[src/rtl/ov7670_capture_param.sv]
// ============================================================================
// ov7670_capture_param : OV7670 byte-to-pixel capture with clipping/overflow.
// Optional decimation enabled by defining OV7670_CAPTURE_DECIM_EN.
// Revision: 1.0
// ============================================================================
`default_nettype none

module ov7670_capture_param #(
  parameter int H_ACTIVE = 320,
  parameter int V_ACTIVE = 240,
  parameter int ADDR_W   = 17,
  parameter int Y_FIRST  = 0
) (
  input  logic              pclk,
  input  logic              rst,
  input  logic              vsync,
  input  logic              href,
  input  logic [7:0]        d,
  input  logic [1:0]        mode,
`ifdef OV7670_CAPTURE_DECIM_EN
  input  logic              decim,
`endif
  output logic [ADDR_W-1:0] addr,
  output logic [15:0]       dout,
  output logic              we,
  output logic              frame_done,
  output logic              overflow
);

  localparam int COL_W  = $clog2(H_ACTIVE + 1);
  localparam int LINE_W = $clog2(V_ACTIVE + 1);
  localparam logic [COL_W-1:0]  COL_MAX    = COL_W'(H_ACTIVE);
  localparam logic [LINE_W-1:0] LINE_MAX   = LINE_W'(V_ACTIVE);
  localparam logic [ADDR_W-1:0] FULL_LIMIT = ADDR_W'(H_ACTIVE * V_ACTIVE);
  localparam logic [ADDR_W-1:0] DEC_LIMIT  = ADDR_W'((H_ACTIVE / 2) * (V_ACTIVE / 2));

  logic [ADDR_W-1:0] addr_q, addr_d;
  logic [15:0]       dout_q, dout_d;
  logic              we_q, we_d;
  logic              fd_q, fd_d;
  logic              ovf_q, ovf_d;
  logic              phase_q, phase_d;
  logic [COL_W-1:0]  col_q, col_d;
  logic [LINE_W-1:0] line_q, line_d;
  logic [1:0]        mode_q, mode_d;
  logic [7:0]        byte_q, byte_d;
  logic              href_q, vsync_q;
  logic              wrote_q, wrote_d;
  logic              armed_q, armed_d;
  logic              w_decim;
  logic              w_decim_d;

`ifdef OV7670_CAPTURE_DECIM_EN
  logic decim_q;
  always_ff @(posedge pclk or posedge rst) begin
    if (rst)        decim_q <= 1'b0;
    else if (vsync) decim_q <= decim;
  end
  assign w_decim   = decim_q;
  assign w_decim_d = decim;
`else
  assign w_decim   = 1'b0;
  assign w_decim_d = 1'b0;
`endif

  logic              w_rgb, w_raw, w_complete, w_keep, w_sat;
  logic [ADDR_W-1:0] w_addr_eff, w_limit;
  logic [15:0]       w_pix;

  assign w_rgb      = (mode_q == 2'd1);
  assign w_raw      = (mode_q == 2'd2);
  assign w_complete = w_raw | phase_q;
  // Pending post-write increment must be visible to back-to-back raw pixels.
  assign w_addr_eff = we_q ? addr_q + 1'b1 : addr_q;
  assign w_limit    = w_decim ? DEC_LIMIT : FULL_LIMIT;
  assign w_sat      = (w_addr_eff == w_limit);
  assign w_keep     = ~w_decim | (~col_q[0] & ~line_q[0]);

  always_comb begin
    w_pix = {8'h00, d};
    if (w_rgb)                      w_pix = {byte_q, d};
    else if (!w_raw && Y_FIRST != 0) w_pix = {8'h00, byte_q};
  end

  always_comb begin
    addr_d  = w_addr_eff;
    dout_d  = dout_q;
    we_d    = 1'b0;
    fd_d    = vsync & ~vsync_q & wrote_q;
    ovf_d   = ovf_q;
    phase_d = phase_q;
    col_d   = col_q;
    line_d  = line_q;
    mode_d  = mode_q;
    byte_d  = byte_q;
    wrote_d = wrote_q;
    armed_d = armed_q;
    if (vsync) begin
      mode_d  = mode;
      addr_d  = '0;
      phase_d = 1'b0;
      col_d   = '0;
      line_d  = '0;
      ovf_d   = 1'b0;
      wrote_d = 1'b0;
      armed_d = 1'b1;
    end else if (href) begin
      byte_d  = d;
      phase_d = ~phase_q;
      if (w_complete && armed_q) begin
        if (col_q != COL_MAX) col_d = col_q + 1'b1;
        if (col_q >= COL_MAX || line_q >= LINE_MAX) begin
          ovf_d = 1'b1;
        end else if (w_keep) begin
          if (w_sat) begin
            ovf_d = 1'b1;
          end else begin
            we_d    = 1'b1;
            dout_d  = w_pix;
            wrote_d = 1'b1;
          end
        end
      end
    end else begin
      // A line boundary re-arms capture after a reset released mid-line.
      phase_d = 1'b0;
      armed_d = 1'b1;
      if (href_q && armed_q) begin
        col_d = '0;
        if (line_q != LINE_MAX) line_d = line_q + 1'b1;
      end
    end
  end

  always_ff @(posedge pclk or posedge rst) begin
    if (rst) begin
      addr_q  <= '0;
      dout_q  <= '0;
      we_q    <= 1'b0;
      fd_q    <= 1'b0;
      ovf_q   <= 1'b0;
      phase_q <= 1'b0;
      col_q   <= '0;
      line_q  <= '0;
      mode_q  <= 2'd0;
      byte_q  <= 8'h00;
      href_q  <= 1'b0;
      vsync_q <= 1'b0;
      wrote_q <= 1'b0;
      armed_q <= 1'b0;
    end else begin
      addr_q  <= addr_d;
      dout_q  <= dout_d;
      we_q    <= we_d;
      fd_q    <= fd_d;
      ovf_q   <= ovf_d;
      phase_q <= phase_d;
      col_q   <= col_d;
      line_q  <= line_d;
      mode_q  <= mode_d;
      byte_q  <= byte_d;
      href_q  <= href;
      vsync_q <= vsync;
      wrote_q <= wrote_d;
      armed_q <= armed_d;
    end
  end

  logic w_unused;
  assign w_unused = w_decim_d;

  assign addr       = addr_q;
  assign dout       = dout_q;
  assign we         = we_q;
  assign frame_done = fd_q;
  assign overflow   = ovf_q;

endmodule

`default_nettype wire
[config.mk]
export PLATFORM = sky130hd
export DESIGN_NAME = ov7670_capture_param
export DESIGN_NICKNAME = d
export VERILOG_FILES = /design/src/rtl/ov7670_capture_param.sv
export SDC_FILE = /design/constraint.sdc
export NUM_CORES = 1
export LEC_CHECK = 0
export CAP_MARGIN = 25
export CORE_UTILIZATION = 50
export DETAILED_ROUTE_END_ITERATION = 10
export GPL_TIMING_DRIVEN = 1
export PLACE_DENSITY = 0.75
export SLEW_MARGIN = 20
export SYNTH_ARGS = -nofsm -noshare
export SYNTH_HDL_FRONTEND = slang
export SYNTH_SLANG_ARGS = --single-unit
export TNS_END_PERCENT = 10
[constraint.sdc]
create_clock -name pclk -period 2.95 [get_ports pclk]
set_input_delay 0.7375 -clock pclk [delete_from_list [all_inputs] [get_ports pclk]]
set_output_delay 0.7375 -clock pclk [all_outputs]
set_load 0.05 [all_outputs]
# ---- Yosys cells after proc, flatten, opt, wreduce, memory -nomap -nowiden
# Cells that the tools add are included.
# W data, S select, Z words.
dict set report word_totals {
  ff_bits 68
  elab_cells 83
  inputBits 14
  out_inout_bits 36
}
dict set report classes {
  n_mux 31
  n_reduce_logical 15
  add_sub_neg 3
  bitwise_logic 8
  n_eq_ne 10
  n_lt_le_gt_ge 2
}
# op n
set op_table {}
lappend op_table {{$mux W9} 5}
lappend op_table {{$mux W17} 2}
lappend op_table {{$mux W8} 4}
lappend op_table {{$mux W1} 19}
lappend op_table {{$add A17 B1 Y17 const B} 1}
lappend op_table {{$eq A17 B17 Y1 const B} 1}
lappend op_table {{$mux W16} 1}
lappend op_table {{$add A9 B1 Y9 const B} 1}
lappend op_table {{$ge A9 B9 Y1 const B} 1}
lappend op_table {{$ne A9 B9 Y1 const B} 1}
lappend op_table {{$reduce_and A3 Y1} 3}
lappend op_table {{$add A8 B1 Y8 const B} 1}
lappend op_table {{$ge A8 B8 Y1 const B} 1}
lappend op_table {{$ne A8 B8 Y1 const B} 1}
lappend op_table {{$reduce_bool A2 Y1} 4}
lappend op_table {{$ne A2 B2 Y1 const B} 3}
lappend op_table {{$ne A3 B2 Y1 const B} 2}
lappend op_table {{$reduce_bool A3 Y1} 2}
lappend op_table {{$not A1 Y1} 5}
lappend op_table {{$reduce_and A5 Y1} 1}
lappend op_table {{$reduce_and A4 Y1} 1}
lappend op_table {{$and A1 B1 Y1} 2}
lappend op_table {{$eq A2 B1 Y1 const B} 1}
lappend op_table {{$eq A2 B2 Y1 const B} 1}
lappend op_table {{other kinds (4)} 5}

# ---- Depth between registers and ports, before layout
dict set report logic_depth {
  depth_word 8
  mapped_depth 10
  ltp_nobuf 8
}

# ---- Worst setup path after synthesis
# OpenSTA, ideal clock, no wires.
dict set report synth_timing {
  kind {flip-flop to flip-flop}
  from {register addr_q[0] (netlist: addr[0])}
  to {register wrote_q}
  period_less_slack_ns 3.004
  path_stages_with_launch 11
  setup_slack_ns -0.054
  setup_ns 0.118
  t_required_ns 2.832
  t_arrival_ns 2.886
  cell_sequence {dfrtp_1 > ha_1 > clkbuf_1 > nand4_1 > or4_1 > o311ai_0 > o211ai_1 > nor4_2 > nor4_4 > buf_6 > a21o_1}
}
dict set report synth_between {
  elab_chain_len 5
}
# item line
set synth_lines {}
lappend synth_lines {{start, declared} 37} ;# logic [ADDR_W-1:0] addr_q, addr_d;
lappend synth_lines {{start signal, assigned} 152} ;# addr_q <= addr_d;
lappend synth_lines {{$add A17 B1 Y17} 74} ;# assign w_addr_eff = we_q ? addr_q + 1'b1 : addr_q;
lappend synth_lines {{$mux W17 *} 74}
lappend synth_lines {{$eq A17 B17 Y1 *} 76} ;# assign w_sat = (w_addr_eff == w_limit);
lappend synth_lines {{$ne A2 B2 Y1 (no line) *} n/a}
lappend synth_lines {{$reduce_and A4 Y1 (no line) *} n/a}
lappend synth_lines {{end signal, assigned} 164} ;# wrote_q <= wrote_d;
lappend synth_lines {{end, declared} 48} ;# logic wrote_q, wrote_d;
# Mark *: on every way between the ends. The rest lies on a longest branch, timed or not.
# A chain may end at the register's enable or synchronous reset.

# ---- Final worst setup path
dict set report layout_timing {
  from {register addr_q[8] (netlist: addr[8])}
  to {register dout_q[2] (netlist: dout[2])}
}
dict set report layout_between {
  elab_chain_len 5
}
# item line
set layout_lines {}
lappend layout_lines {{$add A17 B1 Y17} 74}
lappend layout_lines {{$mux W17 *} 74}
lappend layout_lines {{$eq A17 B17 Y1 *} 76}
lappend layout_lines {{$not A1 Y1 (no line) *} n/a}
lappend layout_lines {{$reduce_and A5 Y1 (no line) *} n/a}
lappend layout_lines {{end signal, assigned} 153} ;# dout_q <= dout_d;
lappend layout_lines {{end, declared} 38} ;# logic [15:0] dout_q, dout_d;
# Marks and branches as above.

==> results_dict.tcl <==
set metrics [dict create \
    status "complete, no violations" \
    firstDrtPassIters 4 \
    fmax_mhz 367 \
    die_area_um2 6800 \
    critical_path.max_fanout 18 \
    cp_data_required_time_ns 3.18 \
    fin_nets 404 \
    synth_flop_cell "dfrtp_1" \
    hold_ws_ns 0.394 \
    grt_pass1_wl_um 11000 \
    die_w_um 82.5 \
    vias 2451 \
    fin_crit_ns 2.72 \
    p_sw_w 0.000676 \
    period_share_pct 92.3 \
    post-place-cells 447 \
    drt_wl_total_um 6360 \
    pwr-share-clk_pct 31.4 \
    worstSkewPairLatency_ns 0.34 \
    ir_drop_uv 465 \
    r2r_slack_ns 0.23 \
    start_util_pct 53.1 \
    worstHoldPathType "reg -> reg" \
    antenna_found_initial 0 \
    start_kind "register" \
    finalSetupTns_ns 0 \
    worstHoldPathCells 1 \
    avgRoutedWirePerCell_um 13.7 \
    ant_nets 0 \
    switching_share_pct 31.2 \
    synthCells 325 \
    finalWeightedCongestion 0.850 \
    grtUsageTotal_pct 21.7 \
    ys_seq_elements 68 \
    synth_edf_count 0 \
    numCtsBuffers 9 \
    p_seq_share_pct 48.3 \
    crit_path_end_kind "register" \
    post-route-drc-count 0 \
    final_max_slew_viol_count 0 \
    netlist_area_um2 3240 \
    clk_path_buf_depth 2 \
    avgSynthCellArea_um2 9.97 \
    htree_num_levels 3 \
    maxCapViolCount 0 \
    path_clk_slew_ns 0.08 \
    cts-hold-fix-buffers 0 \
    grt_pass1_vias 2336 \
    async_reset_ff_share_pct 100 \
    die_y_um 82.5 \
    p_comb_share_pct 20.2 \
    ys_seq_area_share_pct 52.5 \
    layout_commonest_cell "dfrtp_1" \
    min-delay-start "vsync_q$_DFF_PP0_" \
    coreArea_um2 6100 \
    finalSetupViolCount 0 \
    final_cells 465 \
    path_class "reg -> reg" \
    viasPerCell 5.27 \
    fin_worst_skew_ns 0.0102 \
    reg2reg_depth 8 \
    portBuffers 49 \
    drive_gt1_share_pct 12.3 \
    p_int_w 0.00149 \
    hpwl_um 4520 \
    worstReg2RegEnd "dout[2]$_DFFE_PP0P_" \
    p_leak_nw 1.77 \
    reg2reg_from "addr[8]$_DFF_PP0_" \
    slew-limit-headroom_pct 62.0 \
    grt_max_degree 28 \
    clkSinkCount 68 \
    layout_common_cells "65 x dfrtp_1, 54 x nand2_1, 49 x clkdlybuf4s50_1" \
    io_pins 50 \
    hold_end "frame_done$_DFF_PP0_" \
    grt-ovfl-total 0 \
    cts_tree "done" \
    antennaDiodeCount 0 \
    worstPathArrival_ns 2.95 \
    root_buffer "clkbuf_8" \
    timing.final.hold_violations 0 \
    tightest_slew_ns 0.565 \
    grt_setup_unrepaired "false" \
    power.density_nw_per_um2 533 \
    synthesis.nets 344 \
    rows 28 \
    synth_warnings 0 \
    synth_cell_types 44 \
    drtIter0Drc 128 \
    area_growth_syn_to_layout_pct 25.3 \
]
==> metrics by stage <==
step                      area [um2]  utilization [%]  setup slack, ns  total power [W]
after global placement          3850             63.2            0.266          0.00150
after detailed placement        3850             63.2            0.153          0.00150
after CTS                       4030             66.1            0.134          0.00219
final                           4060             66.6            0.226          0.00216
after floorplan                 3240                -           0.0264          0.00134
after global routing            4060             66.6           0.0715          0.00227
==> area by class of cell <==
class / count / area [um2]
Fill cell: 502 / 2040
Clock inverter: 6 / 38.8
Multi-Input combinational cell: 230 / 1440
Timing Repair Buffer: 59 / 578
Inverter: 17 / 63.8
Sequential cell: 68 / 1710
Tap cell: 75 / 93.8
Clock buffer: 10 / 138
==> how the worst max path moves through the flow <==
stage                                 start             endpoint  slack [ns]
after floorplan           addr[8]$_DFF_PP0_  dout[0]$_DFFE_PP0P_        0.03
after global placement    addr[0]$_DFF_PP0_  dout[4]$_DFFE_PP0P_        0.27
after detailed placement  addr[0]$_DFF_PP0_  dout[2]$_DFFE_PP0P_        0.15
after CTS                 addr[0]$_DFF_PP0_  dout[2]$_DFFE_PP0P_        0.13
after global routing      addr[8]$_DFF_PP0_  dout[4]$_DFFE_PP0P_        0.07
final                     addr[8]$_DFF_PP0_  dout[2]$_DFFE_PP0P_        0.23
==> logic make-up after synthesis <==
kind of cell	after synthesis	share of synthesized area, %
AND/OR/NAND/NOR	152	23.1
flip-flops	68	52.5
XOR/XNOR	28	7.57
buffers and inverters	27	3.48
AO/OA/AOI/OAI	26	5.18
multiplexers	19	6.22
adder cells (fa/ha/maj)	5	1.93
==> power by group through the flow <==
stage / Clock, W / Sequential, W / Combinational [W]
after detailed placement: 0 / 0.00106 / 0.000441
final: 0.000680 / 0.00105 / 0.000438
after CTS: 0.000701 / 0.00105 / 0.000443
after global placement: 0 / 0.00106 / 0.000436
after global routing: 0.000747 / 0.00106 / 0.000465
after floorplan: 0 / 0.00122 / 0.000121
==> what timing repair did <==
| item | in CTS | in global routing |
|---|---|---|
| resized for setup | 0 | 3 |
| buffers inserted | 0 | 2 |
| setup endpoints to repair | 0 | 8 |
| hold endpoints to repair | 0 | 0 |
==> per-layer routing <==
metal,GRT usage (%),wire length (um),vias up,part of all wire (%)
li1,-,-,1214,-
met5,0,0,-,0
met1,28.0,3000,1173,47
met3,5.27,275,10,4.3
met2,34.8,2960,54,47
met4,9.14,115,0,1.8
==> cell usage after synthesis, types with 2 or more instances <==
cell type | number | area [um2]
dfrtp_1 | 68 | 1700
nand2_1 | 54 | 203
nor2_1 | 42 | 158
xor2_1 | 18 | 158
inv_1 | 17 | 63.8
nand3_1 | 12 | 60.1
mux2i_1 | 10 | 100
xnor2_1 | 10 | 87.6
mux2_2 | 9 | 101
o21ai_0 | 8 | 40.0
nand4_1 | 7 | 43.8
a21oi_1 | 5 | 25.0
and3_1 | 5 | 31.3
clkbuf_1 | 5 | 18.8
ha_1 | 5 | 62.6
nor4_1 | 5 | 31.3
nor3_1 | 4 | 20.0
or3_1 | 4 | 25.0
buf_2 | 3 | 15.0
nand2b_1 | 3 | 18.8
nand3b_1 | 3 | 22.5
a31oi_1 | 2 | 12.5
nor2b_1 | 2 | 12.5
o211ai_1 | 2 | 15.0
o22ai_1 | 2 | 12.5
or4_1 | 2 | 15.0
==> registers in the layout, summed over array words and instances (netlist names), 2 cells and up <==
| name | cells |
|---|---|
| dout | 16 |
| mode_q | 2 |
| col_q | 9 |
| addr | 17 |
| line_q | 8 |
| byte_q | 8 |
==> critical path: stages (launching register included) <==
cell,delay (ns)
dfrtp_1,0.47
nand4_1,0.25
or4_4,0.56
o21ai_0,0.28
o211ai_2,0.17
nor4_4,0.36
nor4_4,0.07
buf_12,0.17
mux2_2,0.28
(Power assumes the default switching activity.)
